[src/rtl/pipeline_hazard_ctrl_pkg.sv]
// rtl/pipeline_hazard_ctrl_pkg.sv - shared pipeline control types: FSM states, x0 register, stage indices
package rv_pipe_pkg;

  typedef enum logic [1:0] {
    ST_RUN      = 2'd0,
    ST_MEM_WAIT = 2'd1,
    ST_DRAIN    = 2'd2,
    ST_HALT     = 2'd3
  } pipe_state_e;

  localparam logic [4:0] REG_X0 = 5'd0;

  localparam int STG_IF  = 0;
  localparam int STG_ID  = 1;
  localparam int STG_EX  = 2;
  localparam int STG_MEM = 3;
  localparam int STG_WB  = 4;

endpackage

[src/rtl/pipeline_hazard_ctrl_if.sv]
// rtl/pipeline_hazard_ctrl_if.sv - decoder/pipeline-register side bundle; PERF_CNT_EN adds counter outputs
interface pipeline_hazard_ctrl_if #(
  parameter int CNT_W = 32
);
  logic [4:0] id_rs1;
  logic [4:0] id_rs2;
  logic       id_use_rs1;
  logic       id_use_rs2;
  logic       id_ecall;
  logic [4:0] ex_rd;
  logic       ex_mem_read;
  logic       ex_redirect;
  logic       mem_req;
  logic       dmem_ready;
  logic       pc_stall;
  logic       if_id_stall;
  logic       if_id_flush;
  logic       id_ex_stall;
  logic       id_ex_flush;
  logic       ex_mem_stall;
  logic       mem_wb_flush;
  logic       halted;
  logic       mem_err;
`ifdef PERF_CNT_EN
  logic [CNT_W-1:0] cyc_cnt;
  logic [CNT_W-1:0] stall_cnt;
  logic [CNT_W-1:0] flush_cnt;
`endif

  modport master (
    output id_rs1, id_rs2, id_use_rs1, id_use_rs2, id_ecall,
    output ex_rd, ex_mem_read, ex_redirect, mem_req, dmem_ready,
    input  pc_stall, if_id_stall, if_id_flush, id_ex_stall, id_ex_flush,
    input  ex_mem_stall, mem_wb_flush, halted, mem_err
`ifdef PERF_CNT_EN
    , input cyc_cnt, stall_cnt, flush_cnt
`endif
  );

  modport slave (
    input  id_rs1, id_rs2, id_use_rs1, id_use_rs2, id_ecall,
    input  ex_rd, ex_mem_read, ex_redirect, mem_req, dmem_ready,
    output pc_stall, if_id_stall, if_id_flush, id_ex_stall, id_ex_flush,
    output ex_mem_stall, mem_wb_flush, halted, mem_err
`ifdef PERF_CNT_EN
    , output cyc_cnt, stall_cnt, flush_cnt
`endif
  );

endinterface

[src/rtl/pipeline_hazard_ctrl_hazard_detect.sv]
// rtl/pipeline_hazard_ctrl_hazard_detect.sv - combinational load-use compare between EX load and ID sources
module hazard_detect
  import rv_pipe_pkg::*;
(
  input  logic [4:0] id_rs1_i,
  input  logic [4:0] id_rs2_i,
  input  logic       id_use_rs1_i,
  input  logic       id_use_rs2_i,
  input  logic [4:0] ex_rd_i,
  input  logic       ex_mem_read_i,
  output logic       load_use_o
);

  logic rs1_hit;
  logic rs2_hit;

  assign rs1_hit    = id_use_rs1_i && (id_rs1_i == ex_rd_i);
  assign rs2_hit    = id_use_rs2_i && (id_rs2_i == ex_rd_i);
  assign load_use_o = ex_mem_read_i && (ex_rd_i != REG_X0) && (rs1_hit || rs2_hit);

endmodule

[src/rtl/pipeline_hazard_ctrl.sv]
// rtl/pipeline_hazard_ctrl.sv - RV32I 5-stage stall/flush sequencer (RUN/MEM_WAIT/DRAIN/HALT)
// PERF_CNT_EN adds cycle/stall/flush performance counters.
module pipeline_hazard_ctrl
  import rv_pipe_pkg::*;
#(
  parameter int MEM_TIMEOUT = 16,
  parameter int DRAIN_CYC   = 3,
  parameter int CNT_W       = 32
) (
  input  logic                  clk,
  input  logic                  reset,
  pipeline_hazard_ctrl_if.slave bus
);

  localparam int WAIT_W  = $clog2(MEM_TIMEOUT + 1);
  localparam int DRAIN_W = $clog2(DRAIN_CYC + 1);
  localparam logic [WAIT_W-1:0]  WAIT_LAST  = WAIT_W'(MEM_TIMEOUT);
  localparam logic [DRAIN_W-1:0] DRAIN_LAST = DRAIN_W'(DRAIN_CYC);

  pipe_state_e          state_q, state_d;
  pipe_state_e          ret_q, ret_d;
  pipe_state_e          eff_state;
  logic [WAIT_W-1:0]    wait_q, wait_d, wait_inc;
  logic [DRAIN_W-1:0]   drain_q, drain_d;
  logic                 mem_err_q, mem_err_d;
  logic                 load_use;
  logic                 mem_wait;
  logic                 redirect_taken;

  hazard_detect u_hazard_detect (
    .id_rs1_i      (bus.id_rs1),
    .id_rs2_i      (bus.id_rs2),
    .id_use_rs1_i  (bus.id_use_rs1),
    .id_use_rs2_i  (bus.id_use_rs2),
    .ex_rd_i       (bus.ex_rd),
    .ex_mem_read_i (bus.ex_mem_read),
    .load_use_o    (load_use)
  );

  assign mem_wait  = bus.mem_req && !bus.dmem_ready;
  // MEM_WAIT behaves as the state it interrupted once memory releases
  assign eff_state = (state_q == ST_MEM_WAIT) ? ret_q : state_q;
  assign wait_inc  = ((state_q == ST_MEM_WAIT) ? wait_q : '0) + 1'b1;

  always_ff @(posedge clk) begin
    if (reset) begin
      state_q   <= ST_RUN;
      ret_q     <= ST_RUN;
      wait_q    <= '0;
      drain_q   <= '0;
      mem_err_q <= 1'b0;
    end else begin
      state_q   <= state_d;
      ret_q     <= ret_d;
      wait_q    <= wait_d;
      drain_q   <= drain_d;
      mem_err_q <= mem_err_d;
    end
  end

  always_comb begin
    state_d          = state_q;
    ret_d            = ret_q;
    wait_d           = wait_q;
    drain_d          = drain_q;
    mem_err_d        = mem_err_q;
    redirect_taken   = 1'b0;
    bus.pc_stall     = 1'b0;
    bus.if_id_stall  = 1'b0;
    bus.if_id_flush  = 1'b0;
    bus.id_ex_stall  = 1'b0;
    bus.id_ex_flush  = 1'b0;
    bus.ex_mem_stall = 1'b0;
    bus.mem_wb_flush = 1'b0;
    bus.halted       = 1'b0;
    bus.mem_err      = mem_err_q;

    if (state_q == ST_HALT) begin
      bus.pc_stall     = 1'b1;
      bus.if_id_stall  = 1'b1;
      bus.id_ex_stall  = 1'b1;
      bus.ex_mem_stall = 1'b1;
      bus.if_id_flush  = 1'b1;
      bus.halted       = 1'b1;
    end else if (mem_wait) begin
      bus.pc_stall     = 1'b1;
      bus.if_id_stall  = 1'b1;
      bus.id_ex_stall  = 1'b1;
      bus.ex_mem_stall = 1'b1;
      bus.mem_wb_flush = 1'b1;
      wait_d           = wait_inc;
      if (wait_inc == WAIT_LAST) begin
        state_d   = ST_HALT;
        mem_err_d = 1'b1;
      end else begin
        state_d = ST_MEM_WAIT;
        ret_d   = eff_state;
      end
    end else begin
      wait_d = '0;
      if (eff_state == ST_DRAIN) begin
        // ID is already flushed, so redirect and load-use are moot here
        bus.pc_stall    = 1'b1;
        bus.if_id_flush = 1'b1;
        drain_d         = drain_q + 1'b1;
        state_d         = (drain_d == DRAIN_LAST) ? ST_HALT : ST_DRAIN;
      end else begin
        state_d = ST_RUN;
        if (bus.ex_redirect) begin
          bus.if_id_flush = 1'b1;
          bus.id_ex_flush = 1'b1;
          redirect_taken  = 1'b1;
        end else if (load_use) begin
          bus.pc_stall    = 1'b1;
          bus.if_id_stall = 1'b1;
          bus.id_ex_flush = 1'b1;
        end else if (bus.id_ecall) begin
          state_d = ST_DRAIN;
          drain_d = '0;
        end
      end
    end

    if (reset) begin
      bus.pc_stall     = 1'b0;
      bus.if_id_stall  = 1'b0;
      bus.if_id_flush  = 1'b1;
      bus.id_ex_stall  = 1'b0;
      bus.id_ex_flush  = 1'b1;
      bus.ex_mem_stall = 1'b0;
      bus.mem_wb_flush = 1'b0;
      bus.halted       = 1'b0;
      bus.mem_err      = 1'b0;
    end
  end

`ifdef PERF_CNT_EN
  logic [CNT_W-1:0] cyc_cnt_q;
  logic [CNT_W-1:0] stall_cnt_q;
  logic [CNT_W-1:0] flush_cnt_q;

  always_ff @(posedge clk) begin
    if (reset) begin
      cyc_cnt_q   <= '0;
      stall_cnt_q <= '0;
      flush_cnt_q <= '0;
    end else if (state_q != ST_HALT) begin
      cyc_cnt_q <= cyc_cnt_q + 1'b1;
      if (bus.pc_stall) stall_cnt_q <= stall_cnt_q + 1'b1;
      if (redirect_taken) flush_cnt_q <= flush_cnt_q + 1'b1;
    end
  end

  assign bus.cyc_cnt   = cyc_cnt_q;
  assign bus.stall_cnt = stall_cnt_q;
  assign bus.flush_cnt = flush_cnt_q;
`endif

endmodule

[src/flat_wrapper.sv]
// flat-port wrapper written by rule: the top's interface ports become plain ports
module pipeline_hazard_ctrl_flat import rv_pipe_pkg::*;
#(
  parameter int MEM_TIMEOUT = 16,
  parameter int DRAIN_CYC   = 3,
  parameter int CNT_W       = 32
)
  (clk, reset, bus_id_rs1, bus_id_rs2, bus_id_use_rs1, bus_id_use_rs2, bus_id_ecall, bus_ex_rd, bus_ex_mem_read, bus_ex_redirect, bus_mem_req, bus_dmem_ready, bus_pc_stall, bus_if_id_stall, bus_if_id_flush, bus_id_ex_stall, bus_id_ex_flush, bus_ex_mem_stall, bus_mem_wb_flush, bus_halted, bus_mem_err);
  pipeline_hazard_ctrl_if #(.CNT_W(CNT_W)) bus_i ();
  input  logic clk;
  input  logic reset;
  input wire logic [$bits(bus_i.id_rs1)-1:0] bus_id_rs1;
  input wire logic [$bits(bus_i.id_rs2)-1:0] bus_id_rs2;
  input wire logic [$bits(bus_i.id_use_rs1)-1:0] bus_id_use_rs1;
  input wire logic [$bits(bus_i.id_use_rs2)-1:0] bus_id_use_rs2;
  input wire logic [$bits(bus_i.id_ecall)-1:0] bus_id_ecall;
  input wire logic [$bits(bus_i.ex_rd)-1:0] bus_ex_rd;
  input wire logic [$bits(bus_i.ex_mem_read)-1:0] bus_ex_mem_read;
  input wire logic [$bits(bus_i.ex_redirect)-1:0] bus_ex_redirect;
  input wire logic [$bits(bus_i.mem_req)-1:0] bus_mem_req;
  input wire logic [$bits(bus_i.dmem_ready)-1:0] bus_dmem_ready;
  output wire logic [$bits(bus_i.pc_stall)-1:0] bus_pc_stall;
  output wire logic [$bits(bus_i.if_id_stall)-1:0] bus_if_id_stall;
  output wire logic [$bits(bus_i.if_id_flush)-1:0] bus_if_id_flush;
  output wire logic [$bits(bus_i.id_ex_stall)-1:0] bus_id_ex_stall;
  output wire logic [$bits(bus_i.id_ex_flush)-1:0] bus_id_ex_flush;
  output wire logic [$bits(bus_i.ex_mem_stall)-1:0] bus_ex_mem_stall;
  output wire logic [$bits(bus_i.mem_wb_flush)-1:0] bus_mem_wb_flush;
  output wire logic [$bits(bus_i.halted)-1:0] bus_halted;
  output wire logic [$bits(bus_i.mem_err)-1:0] bus_mem_err;
  assign bus_i.id_rs1 = bus_id_rs1;
  assign bus_i.id_rs2 = bus_id_rs2;
  assign bus_i.id_use_rs1 = bus_id_use_rs1;
  assign bus_i.id_use_rs2 = bus_id_use_rs2;
  assign bus_i.id_ecall = bus_id_ecall;
  assign bus_i.ex_rd = bus_ex_rd;
  assign bus_i.ex_mem_read = bus_ex_mem_read;
  assign bus_i.ex_redirect = bus_ex_redirect;
  assign bus_i.mem_req = bus_mem_req;
  assign bus_i.dmem_ready = bus_dmem_ready;
  assign bus_pc_stall = bus_i.pc_stall;
  assign bus_if_id_stall = bus_i.if_id_stall;
  assign bus_if_id_flush = bus_i.if_id_flush;
  assign bus_id_ex_stall = bus_i.id_ex_stall;
  assign bus_id_ex_flush = bus_i.id_ex_flush;
  assign bus_ex_mem_stall = bus_i.ex_mem_stall;
  assign bus_mem_wb_flush = bus_i.mem_wb_flush;
  assign bus_halted = bus_i.halted;
  assign bus_mem_err = bus_i.mem_err;
  pipeline_hazard_ctrl #(.MEM_TIMEOUT(MEM_TIMEOUT), .DRAIN_CYC(DRAIN_CYC), .CNT_W(CNT_W)) u_core (.clk(clk), .reset(reset), .bus(bus_i));
endmodule
[config.mk]
export PLATFORM = sky130hd
export DESIGN_NAME = pipeline_hazard_ctrl_flat
export DESIGN_NICKNAME = d
export VERILOG_FILES = /design/src/rtl/pipeline_hazard_ctrl_pkg.sv /design/src/rtl/pipeline_hazard_ctrl_if.sv /design/src/rtl/pipeline_hazard_ctrl_hazard_detect.sv /design/src/rtl/pipeline_hazard_ctrl.sv /design/src/flat_wrapper.sv
export SDC_FILE = /design/constraint.sdc
export NUM_CORES = 1
export LEC_CHECK = 0
export CAP_MARGIN = 25
export CORE_MARGIN = 2
export CORE_UTILIZATION = 30
export CTS_BUF_LIST = sky130_fd_sc_hd__clkbuf_8
export DETAILED_ROUTE_END_ITERATION = 8
export HOLD_SLACK_MARGIN = 0.03
export MAX_ROUTING_LAYER = met4
export PLACE_DENSITY_LB_ADDON = 0.25
export SYNTH_ARGS = -nofsm -noshare
export SYNTH_HDL_FRONTEND = slang
export SYNTH_SLANG_ARGS = --single-unit
[constraint.sdc]
create_clock -name clk -period 2.2 [get_ports clk]
set_input_delay 0.33 -clock clk [delete_from_list [all_inputs] [get_ports clk]]
set_output_delay 0.33 -clock clk [all_outputs]
set_load 0.02 [all_outputs]
# ---- Word level (Yosys, flattened, before mapping)
# Cells that the tools add are included.
dict set report totals {
  reg_bits 12
}
dict set report classes {
  n_eq_ne 9
  muxes 42
  reduce_logical 12
  add_sub_neg 2
  bitwise 3
}
# cell n
set op_table {}
lappend op_table {{1-bit two-way mux} 29}
lappend op_table {{2-bit two-way mux} 11}
lappend op_table {{5-bit == test} 2}
lappend op_table {{5-bit two-way mux} 2}
lappend op_table {{2-bit == test, second input constant} 3}
lappend op_table {{3-bit AND reduction} 2}
lappend op_table {{5-bit by 1-bit adder with 5-bit output, second input constant} 1}
lappend op_table {{5-bit == test, second input constant} 1}
lappend op_table {{1-bit logical AND} 5}
lappend op_table {{5-bit AND reduction} 1}
lappend op_table {{5-bit nonzero test} 1}
lappend op_table {{1-bit NOT} 3}
lappend op_table {{2-bit by 1-bit adder with 2-bit output, second input constant} 1}
lappend op_table {{2-bit by 1-bit == test with 1-bit output, second input constant} 1}
lappend op_table {{2-bit by 1-bit != test with 1-bit output, second input constant} 1}
lappend op_table {{2-bit != test, second input constant} 1}
lappend op_table {{2-bit nonzero test} 1}
lappend op_table {{1-bit logical NOT} 1}
lappend op_table {{1-bit logical OR} 1}

# ---- Depth between registers and ports, before layout
dict set report depth {
  ltp_word 10
  depth_mapped 9
  depth_no_buf 8
}

# ---- Cells and area by module
# A second synthesis with hierarchy kept.
dict set report hier_totals {
  hier_cells 106
  hier_area_um2 858.3
}
# mod area_per_inst_um2 cells_per_inst instances
set modules_own_cells {}
lappend modules_own_cells {pipeline_hazard_ctrl 724.4 89 1}
lappend modules_own_cells {hazard_detect 133.9 17 1}

# ---- Worst setup path before layout
# OpenSTA, ideal clock, no wires.
dict set report synth_path {
  path_kind {input to output}
  startpoint {input bus_ex_rd[1]}
  endpoint {output bus_id_ex_flush}
  arrival_ns 1.523
  cell_stages 5
  path_slack_ns 0.347
  path_buffers 0
  required_time_ns 1.870
  path_cell_list {xnor2_1 nand4_1 o22ai_1 a21oi_1 o31ai_1}
}
dict set report synth_via {
  elab_chain_cells 10
}
# item line_no
set synth_lines {}
lappend synth_lines {{start, declared} flat_wrapper.sv:17} ;# input wire logic [$bits(bus_i.ex_rd)-1:0] bus_ex_rd;
lappend synth_lines {{5-bit == test (on tied branches)} {pipeline_hazard_ctrl_hazard_detect.sv:17, pipeline_hazard_ctrl_hazard_detect.sv:18}}
lappend synth_lines {{1-bit logical AND (on tied branches)} {pipeline_hazard_ctrl_hazard_detect.sv:17, pipeline_hazard_ctrl_hazard_detect.sv:18}}
lappend synth_lines {{1-bit logical OR} pipeline_hazard_ctrl_hazard_detect.sv:19} ;# assign load_use_o = ex_mem_read_i && (ex_rd_i != REG_X0) && (rs1_hit || rs2_hit);
lappend synth_lines {{1-bit logical AND (*)} pipeline_hazard_ctrl_hazard_detect.sv:19}
lappend synth_lines {{1-bit two-way mux (*)} pipeline_hazard_ctrl.sv:113} ;# end else if (load_use) begin
lappend synth_lines {{1-bit two-way mux (*)} pipeline_hazard_ctrl.sv:109} ;# if (bus.ex_redirect) begin
lappend synth_lines {{1-bit two-way mux (*)} pipeline_hazard_ctrl.sv:101} ;# if (eff_state == ST_DRAIN) begin
lappend synth_lines {{1-bit two-way mux (*)} pipeline_hazard_ctrl.sv:85} ;# end else if (mem_wait) begin
lappend synth_lines {{1-bit two-way mux (*)} pipeline_hazard_ctrl.sv:78} ;# if (state_q == ST_HALT) begin
lappend synth_lines {{1-bit two-way mux (*)} pipeline_hazard_ctrl.sv:124} ;# if (reset) begin
lappend synth_lines {{end, declared} flat_wrapper.sv:26} ;# output wire logic [$bits(bus_i.id_ex_flush)-1:0] bus_id_ex_flush;
# Mark *: on every way between the ends. The rest lies on a longest branch, timed or not.

# ---- Worst setup path in the final report
dict set report layout_path {
  startpoint {input reset}
  endpoint {output bus_mem_err}
}
dict set report layout_via {
  elab_chain_cells 1
}
# item line_no
set layout_lines {}
lappend layout_lines {{start, declared} flat_wrapper.sv:11} ;# input logic reset;
lappend layout_lines {{1-bit two-way mux} pipeline_hazard_ctrl.sv:124}
lappend layout_lines {{end, declared} flat_wrapper.sv:30} ;# output wire logic [$bits(bus_i.mem_err)-1:0] bus_mem_err;
# No other way between the ends.

==> metrics.md <==
| Metric | Value |
|---|---|
| Run status | `finished clean` |
| Relative contribution of sequential cells to total power | `between 30 and 40%` |
| Critical register-to-register path endpoint | `u_core.wait_q[4]$_SDFFE_PP0N_` |
| Final HPWL from detailed placement | `around 1.9 mm` |
| Series of cell instances along the critical path | `clkdlybuf4s50_1, buf_4, nor2b_1, clkdlybuf4s50_1` |
| Period Utilization, post-route | `96.72%` |
| Critical path launch point type | `primary input` |
| Largest net degree at the start of global routing | `11` |
| Fraction of layout cells with a size suffix above 1 | `15.38%` |
| Clock tree sinks | `12` |
| Average size of a mapped cell | `7.597 sq um` |
| Fmax | `about 470 MHz` |
| Worst slew pin tran | `approximately 0.27 ns` |
| Core footprint | `roughly 0.0027 sq mm` |
| Endpoint of the most critical setup path | `bus_mem_err` |
| Clock Latency Late Sink | `around 0.23 ns` |
| Cell depth of the worst flop-to-flop path | `8` |
| Total of endpoints with negative setup slack in the final report | `0` |
| Maximum number of buffers from clock root to sink | `2` |
| Layout Utilization | `49.45%` |
| Wire length reported by the detailed router | `~2.3 mm` |
| Iter 0 DRT Violations | `27` |
| N_diodes | `0` |
| Worst endpoint data arrival time | `~1.8 ns` |
| CP max-delay cell | `clkdlybuf4s50_1` |
| Clock-pin slew reported for the worst setup and hold paths after clock tree synthesis | `0.05 ns` |
| Fillers | `between 200 and 300` |
| Number of setup buffers added after CTS | `0` |
| WL/cell | `around 12 um` |
| # Max-Cap Violations | `0` |
| Reg-to-Reg Start | `u_core.state_q[0]$_SDFFE_PP0N_` |
| Vias in the first global route | `954` |
| Critical Path Source | `reset` |
| Combinational cell fraction of total power | `29.2%` |
| Number of detailed-route iterations in the first pass | `4` |
| Clock tree from TritonCTS | `built` |
| Final-report hold violation count | `0` |
| Worst path buffer plus inverter count | `3` |
| Number of top-level pins | `33` |
| Kind of end point of the critical path | `output port` |
| H-tree lvl count | `1` |
| Internal power component | `about 440 uW` |
| Crit path top cell by count | `clkdlybuf4s50_1` |
| Total CTS buffers | `3` |
| Tightest Hold Check Type | `reg2reg` |
| Post-synth top area cell | `dfxtp_1` |
| CP delay by family, top | `buffers and inverters` |
| Largest fanout on the critical path | `6` |
| Most common library cell in the layout ignoring fill and taps | `buf_4` |
| Netlist Area Pre-Place | `between 800 and 900 sq um` |
| Global-route wire length before repair | `roughly 4.0 mm` |
| Net count of the mapped netlist | `between 100 and 150` |
| Multi-input gate area in the final layout | `between 500 and 600 sq um` |
| Y dimension of the die | `between 50 and 60 um` |
| Part of the Yosys area used for sequential elements | `around 28%` |
| Footprint of the flip-flops and latches | `around 240 sq um` |
| Floorplan die area | `between 0.003 and 0.004 sq mm` |
| PwrDens | `about 450 mW/mm^2` |
| Net count of the finished layout | `184` |
| Logic depth of the worst setup path including buffers | `4` |
| Final Critical Period | `2.128 ns` |
| Biggest cell delay along the critical path | `~0.63 ns` |
| Worst relative slew slack | `81.73%` |
| Gate Count Post-Synth | `around 110` |
| Switching power as a share of total power | `between 20% and 30%` |
| Buffer cell driving the clock tree root | `clkbuf_8` |
| Setup WS post-layout | `0.07222 ns` |
| Final number of max-transition violations | `0` |
| Proportion of netlist area held by the largest area contributor | `about 28%` |
| WP data required | `about 1.9 ns` |
| Port Buffer Count | `32` |
| Pre-CTS setup slack | `-0.5867 ns` |
| Clock network power share | `between 30 and 40%` |
| Starting Density | `a little under a third` |
| Reg-to-reg setup timing slack | `approximately 0.42 ns` |
| Distinct cell type count after synthesis | `35` |
| Number of rows created at floorplan | `19` |
| Total via count in the routed design | `975` |
| Commonest cells after routing, fill and taps aside | `14 x buf_4, 13 x clkdlybuf4s50_1, 12 x dfxtp_1, 10 x nor2_1` |
| Startpoint-to-endpoint class of the critical path | `in2out` |
| Synthesized flop and latch total | `12` |
| Fin Hold WS | `0.4687 ns` |
| Largest cells by area after synthesis | `dfxtp_1 28%, xnor2_1 10%, a21oi_1 5.3%` |
| IR drop worst, VDD | `roughly 280 uV` |
| Gr usage total | `between 15 and 20%` |
| Width of the chip | `roughly 57 um` |
| Leakage | `a little under 0.0006 uW` |
| Placer's final routability congestion estimate | `0.8460` |
| Hold Startpoint | `u_core.ret_q[0]$_SDFFE_PP0P_` |
| Number of antenna violations at the first check in global routing | `0` |
| Synthesis Warnings | `0` |
| Total congestion overflow after global routing | `0` |
| DRC Markers | `0` |
| Worst clock skew on the final layout | `approximately 0.00050 ns` |
| Count of nets left with antenna violations after detail routing | `0` |
| Syn-to-layout area delta | `58.90%` |
| Vias per inst | `between 5 and 6` |
| Net switching power | `between 150 and 200 uW` |
[power groups by stage]
| stage | Sequential (uW) | Clock (uW) | Combinational [uW] |
|---|---|---|---|
| global placement | 234 | 0 | 181 |
| CTS | 230 | 200 | 176 |
| finish | 230 | 193 | 175 |
| detailed placement | 234 | 0 | 184 |
| floorplan | 233 | 0 | 84.0 |
| global route | 231 | 212 | 193 |
[per-layer routing]
layer | GRT usage (%) | part of all wire [%] | wire [um] | vias up
li1 | - | - | - | 498
met1 | 18.55 | 43 | 979 | 451
met2 | 27.91 | 53 | 1220 | 24
met3 | 2.268 | 3.1 | 71 | 2
met4 | 5.980 | 1.0 | 23 | 0
met5 | - | 0 | 0 | -
[Yosys cell counts, drive strengths merged]
master    n
a21o      1
a21oi     9
a22o      1
a22oi     1
a2bb2oi   1
a311oi    1
a31o      1
a31oi     2
and2      3
and3      2
buf       2
clkbuf    2
dfxtp    12
ha        2
inv       3
nand2     8
nand2b    4
nand3     4
nand3b    2
nand4     2
nand4bb   1
nor2     11
nor2b     3
nor3      4
nor3b     1
nor4      1
o211ai    3
o21a      3
o21ai     6
o221ai    1
o22ai     1
o31ai     1
or4       2
xnor2    10
[repair_timing]
item                                   CTS  global route
resized for setup                       25             9
setup endpoints to repair                7             3
endpoints found under the hold margin    0             0
hold buffers                             0             0
pin swaps                                2            11
[worst min path at each step]
stage,to,slack [ns],depth (start not counted)
after global routing,u_core.ret_q[0]$_SDFFE_PP0P_,0.50,1
after floorplan,u_core.ret_q[0]$_SDFFE_PP0P_,0.45,1
final,u_core.ret_q[0]$_SDFFE_PP0P_,0.47,1
after detailed placement,u_core.ret_q[0]$_SDFFE_PP0P_,0.46,1
after CTS,u_core.ret_q[0]$_SDFFE_PP0P_,0.47,1
after global placement,u_core.ret_q[0]$_SDFFE_PP0P_,0.46,1
[cell families after synthesis]
kind of cell    Yosys count  synth area share, %
simple gates             48                30.12
compound gates           32                24.33
flops                    12                28.49
xor+xnor                 10                10.39
buf+inv                   7                3.709
fa+ha+maj                 2                2.967
[flip-flops by register name, summed over array words and instances (netlist names)]
register	cells
u_core.wait_q	5
u_core.mem_err_q	1
u_core.state_q	2
u_core.ret_q	2
u_core.drain_q	2
[cell type report]
class                   instances  area share (%)
clock buffers                   3           3.081
inverters                       3          0.8403
multi-input cells              92           43.88
flip-flops and latches         12           17.93
well taps                      31           2.894
repair buffers                 46           31.37
[metrics by stage]
stage	instances	instance area (sq um)	TNS, ns	power, uW
2_1_floorplan	111	843.3	0	316.7
3_3_place_gp	184	1287	-1.486	414.7
3_5_place_dp	184	1287	-1.840	418.2
4_1_cts	187	1313	0	605.9
5_1_grt	187	1340	-0.03898	636.2
6_report	187	1340	0	598.4
(Power assumes the default switching activity.)
